**config.mk**
```make
export PLATFORM = sky130hd
export DESIGN_NAME = dot_accum_collector_flat
export DESIGN_NICKNAME = d
export VERILOG_FILES = /design/src/rtl/dot_accum_collector_if.sv /design/src/rtl/dot_accum_collector.sv /design/src/flat_wrapper.sv
export SDC_FILE = /design/constraint.sdc
export NUM_CORES = 1
export LEC_CHECK = 0
export BUFFER_PORTS_ARGS = -buffer_cell sky130_fd_sc_hd__buf_2
export CAP_MARGIN = 10
export CORE_MARGIN = 10
export CORE_UTILIZATION = 61
export CTS_CLUSTER_SIZE = 30
export DETAILED_ROUTE_END_ITERATION = 10
export PLACE_DENSITY = 0.87
export SKIP_CTS_REPAIR_TIMING = 1
export SYNTH_ARGS = -nofsm -noshare
export SYNTH_HDL_FRONTEND = slang
export SYNTH_SLANG_ARGS = --single-unit
```
**constraint.sdc**
```tcl
create_clock -name clk -period 5.5 [get_ports clk]
set_clock_uncertainty 0.05 [all_clocks]
set_input_delay 0.275 -clock clk [delete_from_list [all_inputs] [get_ports clk]]
set_output_delay 0.275 -clock clk [all_outputs]
set_load 0.01 [all_outputs]
```
**src/rtl/dot_accum_collector_if.sv**
```systemverilog
// Stream bundle for dot_accum_collector: partial-sum input and result output handshakes.
// master = producer/consumer side (testbench or neighbours), slave = the collector.
interface dot_accum_collector_if #(
    parameter int unsigned DATA_WIDTH = 16
);
    logic                  in_valid;
    logic [DATA_WIDTH-1:0] in_data;
    logic                  in_ready;
    logic                  out_valid;
    logic                  out_ready;
    logic [DATA_WIDTH-1:0] out_data;
    logic [7:0]            out_index;

    modport master (
        output in_valid, in_data, out_ready,
        input  in_ready, out_valid, out_data, out_index
    );

    modport slave (
        input  in_valid, in_data, out_ready,
        output in_ready, out_valid, out_data, out_index
    );
endinterface

```
**src/rtl/dot_accum_collector.sv**
```systemverilog
// Sums TILES Q4.12 partial dot products per output element and queues results in a FWFT FIFO.
// Define DOT_ACCUM_SATURATE_EN to clamp results to 16 bits and enable sat_sticky.
module dot_accum_collector #(
    parameter int unsigned DATA_WIDTH = 16,
    parameter int unsigned ACC_WIDTH  = 24,
    parameter int unsigned TILES      = 4,
    parameter int unsigned NUM_OUT    = 10,
    parameter int unsigned FIFO_DEPTH = 8
) (
    input  logic                         clk,
    input  logic                         reset,
    dot_accum_collector_if.slave         bus,
    output logic [$clog2(FIFO_DEPTH):0]  fifo_count,
    output logic                         pass_done,
    output logic                         sat_sticky
);

    localparam int unsigned TileW = (TILES > 1) ? $clog2(TILES) : 1;
    localparam int unsigned PtrW  = (FIFO_DEPTH > 1) ? $clog2(FIFO_DEPTH) : 1;
    localparam int unsigned CntW  = $clog2(FIFO_DEPTH) + 1;

    typedef enum logic [0:0] {StAccumFirst, StAccum} state_e;

    state_e                        state_q, state_d;
    logic [TileW-1:0]              tile_cnt_q, tile_cnt_d;
    logic signed [ACC_WIDTH-1:0]   acc_q, acc_d;
    logic signed [ACC_WIDTH-1:0]   in_sext, sum;
    logic [7:0]                    idx_cnt_q, idx_cnt_d;
    logic                          pass_done_q, pass_done_d;
    logic [PtrW-1:0]               wr_ptr_q, wr_ptr_d, rd_ptr_q, rd_ptr_d;
    logic [CntW-1:0]               count_q, count_d;
    logic [DATA_WIDTH-1:0]         mem_data_q [FIFO_DEPTH];
    logic [7:0]                    mem_idx_q  [FIFO_DEPTH];
    logic [DATA_WIDTH-1:0]         push_data;
    logic                          accept, push, pop, full, empty, last_tile;

    assign full      = (count_q == CntW'(FIFO_DEPTH));
    assign empty     = (count_q == '0);
    assign bus.in_ready = ~reset & ~full;
    assign accept    = bus.in_valid & bus.in_ready;
    assign pop       = ~empty & bus.out_ready;
    assign last_tile = (tile_cnt_q == TileW'(TILES - 1));

    assign in_sext = {{(ACC_WIDTH - DATA_WIDTH){bus.in_data[DATA_WIDTH-1]}}, bus.in_data};
    // The first partial of a tile seeds the accumulator instead of adding to stale state.
    assign sum = ((state_q == StAccumFirst) ? '0 : acc_q) + in_sext;

    always_comb begin
        state_d    = state_q;
        tile_cnt_d = tile_cnt_q;
        acc_d      = acc_q;
        push       = 1'b0;
        if (accept) begin
            acc_d = sum;
            if (last_tile) begin
                push       = 1'b1;
                tile_cnt_d = '0;
                state_d    = StAccumFirst;
            end else begin
                tile_cnt_d = tile_cnt_q + TileW'(1);
                state_d    = StAccum;
            end
        end
    end

`ifdef DOT_ACCUM_SATURATE_EN
    localparam logic signed [ACC_WIDTH-1:0] SatMax =
        {{(ACC_WIDTH - DATA_WIDTH + 1){1'b0}}, {(DATA_WIDTH - 1){1'b1}}};
    localparam logic signed [ACC_WIDTH-1:0] SatMin =
        {{(ACC_WIDTH - DATA_WIDTH + 1){1'b1}}, {(DATA_WIDTH - 1){1'b0}}};

    logic sat_hi, sat_lo, sat_sticky_q, sat_sticky_d;

    assign sat_hi = (sum > SatMax);
    assign sat_lo = (sum < SatMin);

    always_comb begin
        push_data = sum[DATA_WIDTH-1:0];
        if (sat_hi) begin
            push_data = {1'b0, {(DATA_WIDTH - 1){1'b1}}};
        end else if (sat_lo) begin
            push_data = {1'b1, {(DATA_WIDTH - 1){1'b0}}};
        end
        sat_sticky_d = sat_sticky_q | (push & (sat_hi | sat_lo));
    end

    always_ff @(posedge clk) begin
        if (reset) begin
            sat_sticky_q <= 1'b0;
        end else begin
            sat_sticky_q <= sat_sticky_d;
        end
    end

    assign sat_sticky = sat_sticky_q;
`else
    logic unused_sum_hi;

    assign push_data     = sum[DATA_WIDTH-1:0];
    assign unused_sum_hi = ^sum[ACC_WIDTH-1:DATA_WIDTH];
    assign sat_sticky    = 1'b0;
`endif

    always_comb begin
        idx_cnt_d   = idx_cnt_q;
        pass_done_d = 1'b0;
        if (push) begin
            pass_done_d = (idx_cnt_q == 8'(NUM_OUT - 1));
            idx_cnt_d   = pass_done_d ? 8'd0 : idx_cnt_q + 8'd1;
        end
    end

    // push is only possible when not full, so count never exceeds FIFO_DEPTH.
    always_comb begin
        wr_ptr_d = wr_ptr_q;
        rd_ptr_d = rd_ptr_q;
        count_d  = count_q;
        if (push) begin
            wr_ptr_d = (wr_ptr_q == PtrW'(FIFO_DEPTH - 1)) ? '0 : wr_ptr_q + PtrW'(1);
        end
        if (pop) begin
            rd_ptr_d = (rd_ptr_q == PtrW'(FIFO_DEPTH - 1)) ? '0 : rd_ptr_q + PtrW'(1);
        end
        if (push && !pop) begin
            count_d = count_q + CntW'(1);
        end else if (!push && pop) begin
            count_d = count_q - CntW'(1);
        end
    end

    always_ff @(posedge clk) begin
        if (reset) begin
            state_q     <= StAccumFirst;
            tile_cnt_q  <= '0;
            acc_q       <= '0;
            idx_cnt_q   <= '0;
            pass_done_q <= 1'b0;
            wr_ptr_q    <= '0;
            rd_ptr_q    <= '0;
            count_q     <= '0;
        end else begin
            state_q     <= state_d;
            tile_cnt_q  <= tile_cnt_d;
            acc_q       <= acc_d;
            idx_cnt_q   <= idx_cnt_d;
            pass_done_q <= pass_done_d;
            wr_ptr_q    <= wr_ptr_d;
            rd_ptr_q    <= rd_ptr_d;
            count_q     <= count_d;
        end
    end

    always_ff @(posedge clk) begin
        if (push) begin
            mem_data_q[wr_ptr_q] <= push_data;
            mem_idx_q[wr_ptr_q]  <= idx_cnt_q;
        end
    end

    assign bus.out_valid = ~empty;
    assign bus.out_data  = empty ? '0 : mem_data_q[rd_ptr_q];
    assign bus.out_index = empty ? '0 : mem_idx_q[rd_ptr_q];
    assign fifo_count    = count_q;
    assign pass_done     = pass_done_q;

endmodule

```
**src/flat_wrapper.sv**
```systemverilog
// flat-port wrapper written by rule: the top's interface ports become plain ports
module dot_accum_collector_flat 
#(
    parameter int unsigned DATA_WIDTH = 16,
    parameter int unsigned ACC_WIDTH  = 24,
    parameter int unsigned TILES      = 4,
    parameter int unsigned NUM_OUT    = 10,
    parameter int unsigned FIFO_DEPTH = 8
)
  (clk, reset, fifo_count, pass_done, sat_sticky, bus_in_valid, bus_in_data, bus_out_ready, bus_in_ready, bus_out_valid, bus_out_data, bus_out_index);
  dot_accum_collector_if #(.DATA_WIDTH(DATA_WIDTH)) bus_i ();
  input  logic clk;
  input  logic reset;
  output logic [$clog2(FIFO_DEPTH):0] fifo_count;
  output logic pass_done;
  output logic sat_sticky;
  input wire logic [$bits(bus_i.in_valid)-1:0] bus_in_valid;
  input wire logic [$bits(bus_i.in_data)-1:0] bus_in_data;
  input wire logic [$bits(bus_i.out_ready)-1:0] bus_out_ready;
  output wire logic [$bits(bus_i.in_ready)-1:0] bus_in_ready;
  output wire logic [$bits(bus_i.out_valid)-1:0] bus_out_valid;
  output wire logic [$bits(bus_i.out_data)-1:0] bus_out_data;
  output wire logic [$bits(bus_i.out_index)-1:0] bus_out_index;
  assign bus_i.in_valid = bus_in_valid;
  assign bus_i.in_data = bus_in_data;
  assign bus_i.out_ready = bus_out_ready;
  assign bus_in_ready = bus_i.in_ready;
  assign bus_out_valid = bus_i.out_valid;
  assign bus_out_data = bus_i.out_data;
  assign bus_out_index = bus_i.out_index;
  dot_accum_collector #(.DATA_WIDTH(DATA_WIDTH), .ACC_WIDTH(ACC_WIDTH), .TILES(TILES), .NUM_OUT(NUM_OUT), .FIFO_DEPTH(FIFO_DEPTH)) u_core (.clk(clk), .reset(reset), .bus(bus_i), .fifo_count(fifo_count), .pass_done(pass_done), .sat_sticky(sat_sticky));
endmodule
```
# Word level (Yosys, flattened, before mapping)

Memories as Yosys holds them, arrays and structs flattened. A register that Yosys moved wholly into a read port is not among the register bits.
Index checks and enable logic that the tools add are counted.

$lt $le $gt $ge: 0
$mul: 0
Divide/modulo/power cells: 0
Shift operators: 0
Muxes and demuxes: 18
Add/subtract/negate cells: 7
Eq/ne operators: 5
Reductions and logical operators: 7
Bitwise logic cells: 7

Operators with widths:

| cell                                                 | count |
|---|---|
| adder 24 bit                                         | 1 |
| two-way mux 24 bit                                   | 1 |
| two-way mux 3 bit                                    | 6 |
| two-way mux 16 bit                                   | 1 |
| two-way mux 8 bit                                    | 2 |
| adder 8 x 1 -> 8 bit (second input constant)         | 1 |
| equality test 8 x 4 -> 1 bit (second input constant) | 1 |
| two-way mux 4 bit                                    | 2 |
| adder 3 x 1 -> 3 bit (second input constant)         | 2 |
| equality test 3 bit (second input constant)          | 2 |
| two-way mux 1 bit                                    | 5 |
| adder 4 x 1 -> 4 bit (second input constant)         | 1 |
| equality test 4 bit (second input constant)          | 1 |
| zero test 4 bit                                      | 1 |
| NOT 1 bit                                            | 4 |
| subtractor 4 x 1 -> 4 bit (second input constant)    | 1 |
| bitwise AND 1 bit                                    | 3 |
| adder 2 x 1 -> 2 bit (second input constant)         | 1 |
| equality test 2 bit (second input constant)          | 1 |
| logical AND 1 bit                                    | 2 |
| zero test 1 bit                                      | 2 |
| two-way mux 2 bit                                    | 1 |
| nonzero test 2 bit                                   | 1 |
| OR reduction 2 bit                                   | 1 |

Output and inout bits: 32
Memories: 2
Input port bits: 20
Bits in latches: 0
Bits in registers: 46
Bits in writable memories: 192
ROM bits: 0

Memory list:

| memory            | words | bits a word | read ports | clocked after memory_dff | wr ports | RTL line                  | text |
|---|---|---|---|---|---|---|---|
| u_core.mem_data_q | 8     | 16          | 1          | 1                        | 1        | dot_accum_collector.sv:32 | `logic [DATA_WIDTH-1:0] mem_data_q [FIFO_DEPTH];` |
| u_core.mem_idx_q  | 8     | 8           | 1          | 1                        | 1        | dot_accum_collector.sv:33 | `logic [7:0] mem_idx_q [FIFO_DEPTH];` |

# Logic depth before layout (Yosys ltp)

Depth after elaboration: 9
Mapped depth: 12

# Least setup slack after synthesis

OpenSTA, ideal clock, no wires.

Path type: reg2reg
Start point: register u_core.count_q[0], in the netlist u_core.fifo_count[0]
End point: memory u_core.mem_data_q[2][0], enable pin
Library setup time: 0.475 ns
Data arrival time: 3.654 ns
Path slack: 1.322 ns
Data required time: 4.975 ns
Path buffers: 1
Stages on the path, launching flop included: 5
Path through: dfxtp_1 > or4b_4 > nand3_1 > buf_2 > nor4b_1

Word-level cells in the longest chain between the ends: 7

Ends and longest elaborated chain:

| what                                    | RTL line                   | text |
|---|---|---|
| start, declared                         | dot_accum_collector.sv:31  | `logic [CntW-1:0] count_q, count_d;` |
| start signal, assigned                  | dot_accum_collector.sv:149 | `count_q <= count_d;` |
| equality test 4 bit                     | dot_accum_collector.sv:37  | `assign full = (count_q == CntW'(FIFO_DEPTH));` |
| NOT 1 bit                               | dot_accum_collector.sv:39  | `assign bus.in_ready = ~reset & ~full;` |
| bitwise AND 1 bit                       | dot_accum_collector.sv:39  |  |
| bitwise AND 1 bit                       | dot_accum_collector.sv:40  | `assign accept = bus.in_valid & bus.in_ready;` |
| two-way mux 1 bit                       | dot_accum_collector.sv:53  | `if (accept) begin` |
| two-way mux 1 bit                       | dot_accum_collector.sv:154 | `if (push) begin` |
| two-way mux 1 bit (not written as such) | dot_accum_collector.sv:155 | `mem_data_q[wr_ptr_q] <= push_data;` |
| end, declared                           | dot_accum_collector.sv:32  |  |

Every way passes these cells.

# Final worst setup path

Start point: register u_core.count_q[0], in the netlist u_core.fifo_count[0]
End point: register u_core.count_q[3], in the netlist u_core.fifo_count[3]

Word-level cells in the longest chain between the ends: 8
Elaborated cells on any way between the ends: 17

Ends and longest elaborated chain:

| what                         | RTL line                   | text |
|---|---|---|
| equality test 4 bit *        | dot_accum_collector.sv:37  |  |
| NOT 1 bit *                  | dot_accum_collector.sv:39  |  |
| bitwise AND 1 bit *          | dot_accum_collector.sv:39  |  |
| bitwise AND 1 bit *          | dot_accum_collector.sv:40  |  |
| two-way mux 1 bit *          | dot_accum_collector.sv:53  |  |
| net u_core.push              | dot_accum_collector.sv:35  | `logic accept, push, pop, full, empty, last_tile;` |
| zero test 1 bit              | dot_accum_collector.sv:126 | `end else if (!push && pop) begin` |
| logical AND 1 bit            | dot_accum_collector.sv:126 |  |
| nonzero test 2 bit (no line) | -                          |  |

The timed path passes the listed nets; every way through them passes the cells marked *. The select of a mux whose other input is x is not followed.
A chain may end at the register's enable or synchronous reset.

==> impl_metrics.env <==
export IMPL_drt_iter0_markers=557
export IMPL_clkTransAtPathRegs_ps=60
export IMPL_slew_violations=0
export IMPL_synth_area_leaders="edfxtp_1, mux4_2, dfxtp_1"
export IMPL_drv_cap=0
export IMPL_synth_top_area_frac=0.5799
export IMPL_tns_ps=0
export IMPL_synth_edf_count=192
export IMPL_post_route_min_period_ps=3406
export IMPL_via_count=5648
export IMPL_p_sw_frac=0.2885
export IMPL_worst_ir_drop_vdd_mv=0.6571
export IMPL_p_switching_w=0.001341
export IMPL_drive_gt1_frac=0.2236
export IMPL_status="completed"
export IMPL_synthDistinctLibCells=59
export IMPL_cp_arrival_ps=3780
export IMPL_synth_avg_cell_area_um2=15.71
export IMPL_grtUsageTotal=0.1895
export IMPL_die_y_um=147.7
export IMPL_finalHoldViolCount=0
export IMPL_grt_max_degree=49
export IMPL_clock_latency_ps=490
export IMPL_place_gp_congestion=0.8932
export IMPL_power_frac_seq=0.457
export IMPL_numPortBuffers=50
export IMPL_final_seq_area_um2=6591
export IMPL_die_area_um2=21810
export IMPL_dpl_cell_area_um2=10470
export IMPL_fill_cells=998
export IMPL_num_io_pins=52
export IMPL_crit_path_start_kind="flip-flop"
export IMPL_r2r_start="u_core.fifo_count[0]"
export IMPL_yosysWarnings=0
export IMPL_design_area_um2=11110
export IMPL_synthArstFlopShare=0
export IMPL_rsz0062_at_grt="false"
export IMPL_path_max_fanout=15
export IMPL_fmaxAchievable_mhz=293.6
export IMPL_netlist_area_um2=9942
export IMPL_setup_viol=0
export IMPL_antenna_cells=0
export IMPL_final_util=0.6971
export IMPL_relSlewSlack=0.3582
export IMPL_cts_sinks=233
export IMPL_vias_per_cell=6.153
export IMPL_fin_crit_sh=0.6193
export IMPL_ant_nets=0
export IMPL_cp_startpoint="u_core.fifo_count[0]"
export IMPL_multi_input_area_um2=3249
export IMPL_reg2reg_to="u_core.fifo_count[3]"
export IMPL_crit_path_end_kind="flip-flop"
export IMPL_path_depth=11
export IMPL_die_x_um=147.7
export IMPL_worst_slack_ps=2094
export IMPL_path_buf_inv=2
export IMPL_holdCritPathClass="input port to flip-flop"
export IMPL_p_per_area_nw_per_um2=418.1
export IMPL_crit_chain="or4b_4 > nand3_1 > inv_2 > ha_1 > inv_1 > ha_1 > a21o_1 > a21oi_1 > xnor2_1 > or3_1 > a21oi_1"
export IMPL_comb_power_share=0.248
export IMPL_dp_slack_ps=2119
export IMPL_antenna_found_initial=0
export IMPL_dp_cells=880
export IMPL_cts_buffers=21
export IMPL_routed_wl_um=20590
export IMPL_power_share_clock=0.295
export IMPL_grt_pass1_vias=5807
export IMPL_p_leak_nw=3.820
export IMPL_stdcell_count=918
export IMPL_r2r_cells=11
export IMPL_cts_root_buf="clkbuf_16"
export IMPL_grt_pass1_wl_um=32360
export IMPL_ys_seq_elements=233
export IMPL_worstPathRequired_ps=5870
export IMPL_initial_core_util=0.6236
export IMPL_r2r_slack_ps=2090
export IMPL_worstSetupEndpoint="u_core.fifo_count[3]"
export IMPL_ys_flop_type="edfxtp_1"
export IMPL_worstMarginPinSlew_ps=962.7
export IMPL_cp_top_family="simple AND/OR/NAND/NOR gates"
export IMPL_p_int_w=0.003306
export IMPL_nets=734
export IMPL_core_region_area_um2=15940
export IMPL_max_stage_delay_ps=600
export IMPL_cts_buffer_depth=3
export IMPL_row_count=46
export IMPL_yosysTopAreaCell="edfxtp_1"
export IMPL_syn_to_final_growth_pct=11.78
export IMPL_wire_per_inst_um=22.43
export IMPL_tritoncts="done"
export IMPL_path_class="flip-flop to flip-flop"
export IMPL_crit_path_top_delay_cell="or4b_4"
export IMPL_place_hpwl_um=11990
export IMPL_overflow=0
export IMPL_syn_nets=680
export IMPL_synth_seq_area_share=0.6625
export IMPL_dr_pass1_iters=5
export IMPL_cts_htree_levels=1
export IMPL_drc=0
export IMPL_netlist_instances=633
## flip-flops by register name (all words and copies together) (netlist names), named ones only
signal	count
u_core.pass_done	1
u_core.wr_ptr_q	3
u_core.fifo_count	4
u_core.mem_data_q	128
u_core.idx_cnt_q	8
u_core.mem_idx_q	64
u_core.acc_q	16
u_core.tile_cnt_q	2
u_core.rd_ptr_q	3
u_core.state_q	1
## worst register-to-register path: stages (launching register included)
cell and delay, ps:
dfxtp_1 400, or4b_4 600, nand3_1 510, inv_2 220
ha_1 290, inv_1 140, ha_1 250, a21o_1 180
a21oi_1 170, xnor2_1 90, or3_1 310, a21oi_1 140
## Yosys cell counts (2+ instances only)
library cell and count:
a211oi_1 2, mux2_2 3, xor2_1 13, ha_1 25
or4_1 2, dfxtp_1 41, o2111ai_1 3, o21ai_0 12
nand4_1 5, o211ai_1 2, nand2_1 40, buf_2 8
and2_1 17, fa_1 2, nor2b_1 3, and3_1 3
or3_1 2, mux4_2 48, xnor2_1 13, nor2_1 52
edfxtp_1 192, a21oi_1 23, a21o_1 4, nor3_1 13
clkbuf_1 17, buf_1 3, nor3b_1 2, nor4_1 3
nor4b_1 2, inv_1 4, nand3_1 18, a211o_1 2
mux2i_1 28
## through the flow
stage / hold slack, ps / total power [W]
6_report: 94.01 / 0.004647
2_1_floorplan: 379.5 / 0.002899
5_1_grt: 101.6 / 0.004854
3_3_place_gp: 389.6 / 0.003272
3_5_place_dp: 391.0 / 0.003319
4_1_cts: 86.32 / 0.004682
## placed cells by master, fill, tap and decap left out, types with 2 or more instances in the layout
| cell | count |
|---|---|
| and2_1 | 17 |
| ha_1 | 25 |
| o21ai_0 | 12 |
| a211o_1 | 2 |
| or3_1 | 2 |
| mux2_2 | 3 |
| nor2b_1 | 3 |
| nor3_1 | 11 |
| buf_4 | 11 |
| o211ai_1 | 2 |
| clkbuf_8 | 2 |
| clkbuf_1 | 8 |
| nor4b_2 | 2 |
| xor2_1 | 13 |
| nand4_1 | 5 |
| nand3_1 | 18 |
| inv_1 | 4 |
| a211oi_1 | 2 |
| clkbuf_16 | 21 |
| buf_2 | 50 |
| or4_1 | 2 |
| a21o_1 | 4 |
| clkinv_1 | 3 |
| dfxtp_1 | 39 |
| mux2i_1 | 28 |
| fa_1 | 2 |
| mux4_2 | 48 |
| nand2_1 | 40 |
| and3_1 | 3 |
| edfxtp_1 | 192 |
| o2111ai_1 | 3 |
| nor4_1 | 2 |
| nor2_1 | 51 |
| xnor2_1 | 13 |
| nor3b_2 | 2 |
| a21oi_1 | 23 |
| nor3_2 | 2 |
| clkinv_2 | 2 |
## per-layer routing
metal  vias up  part of all wire  global-route usage
met5         -                 0                   0
met3        49             0.076             0.02808
met2       240              0.49              0.3068
met1      2796              0.40              0.2539
li1       2563                 -                   -
met4         0             0.029             0.07532
## worst min path at each step
stage / slack (ps) / to / startpoint / cells after the start
CTS: 90 / u_core.wr_ptr_q[0] / reset / 2
floorplan: 380 / u_core.acc_q[0] / u_core.acc_q[0] / 2
global placement: 390 / u_core.acc_q[6] / u_core.acc_q[6] / 2
finish: 90 / u_core.wr_ptr_q[0] / reset / 2
detailed placement: 390 / u_core.acc_q[3] / u_core.acc_q[3] / 2
global route: 100 / u_core.state_q / reset / 2
## final cells by class
type / count / area share
clock inverter: 7 / 0.005742
inverter: 6 / 0.002027
tap: 216 / 0.02432
timing repair buffer: 61 / 0.02995
multi-input combinational: 364 / 0.2924
clock buffer: 31 / 0.05247
sequential: 233 / 0.5931
## logic make-up after synthesis
kind of cell               synth area share
DFF                                  0.6625
and+or+nand+nor                     0.08168
muxes                                0.1403
AOI/OAI and AO/OA                   0.04103
buffers and inverters               0.01573
adders and majority gates           0.03549
xor gates and xnor gates            0.02290
other                             0.0003772
## power groups by stage
stage	logic (W)	registers (W)	clock network, W
2_1_floorplan	0.000837	0.00206	0
3_3_place_gp	0.00111	0.00216	0
3_5_place_dp	0.00115	0.00217	0
4_1_cts	0.00117	0.00213	0.00138
5_1_grt	0.00125	0.00215	0.00145
6_report	0.00115	0.00213	0.00137
Power figures use the tool's default switching activity.
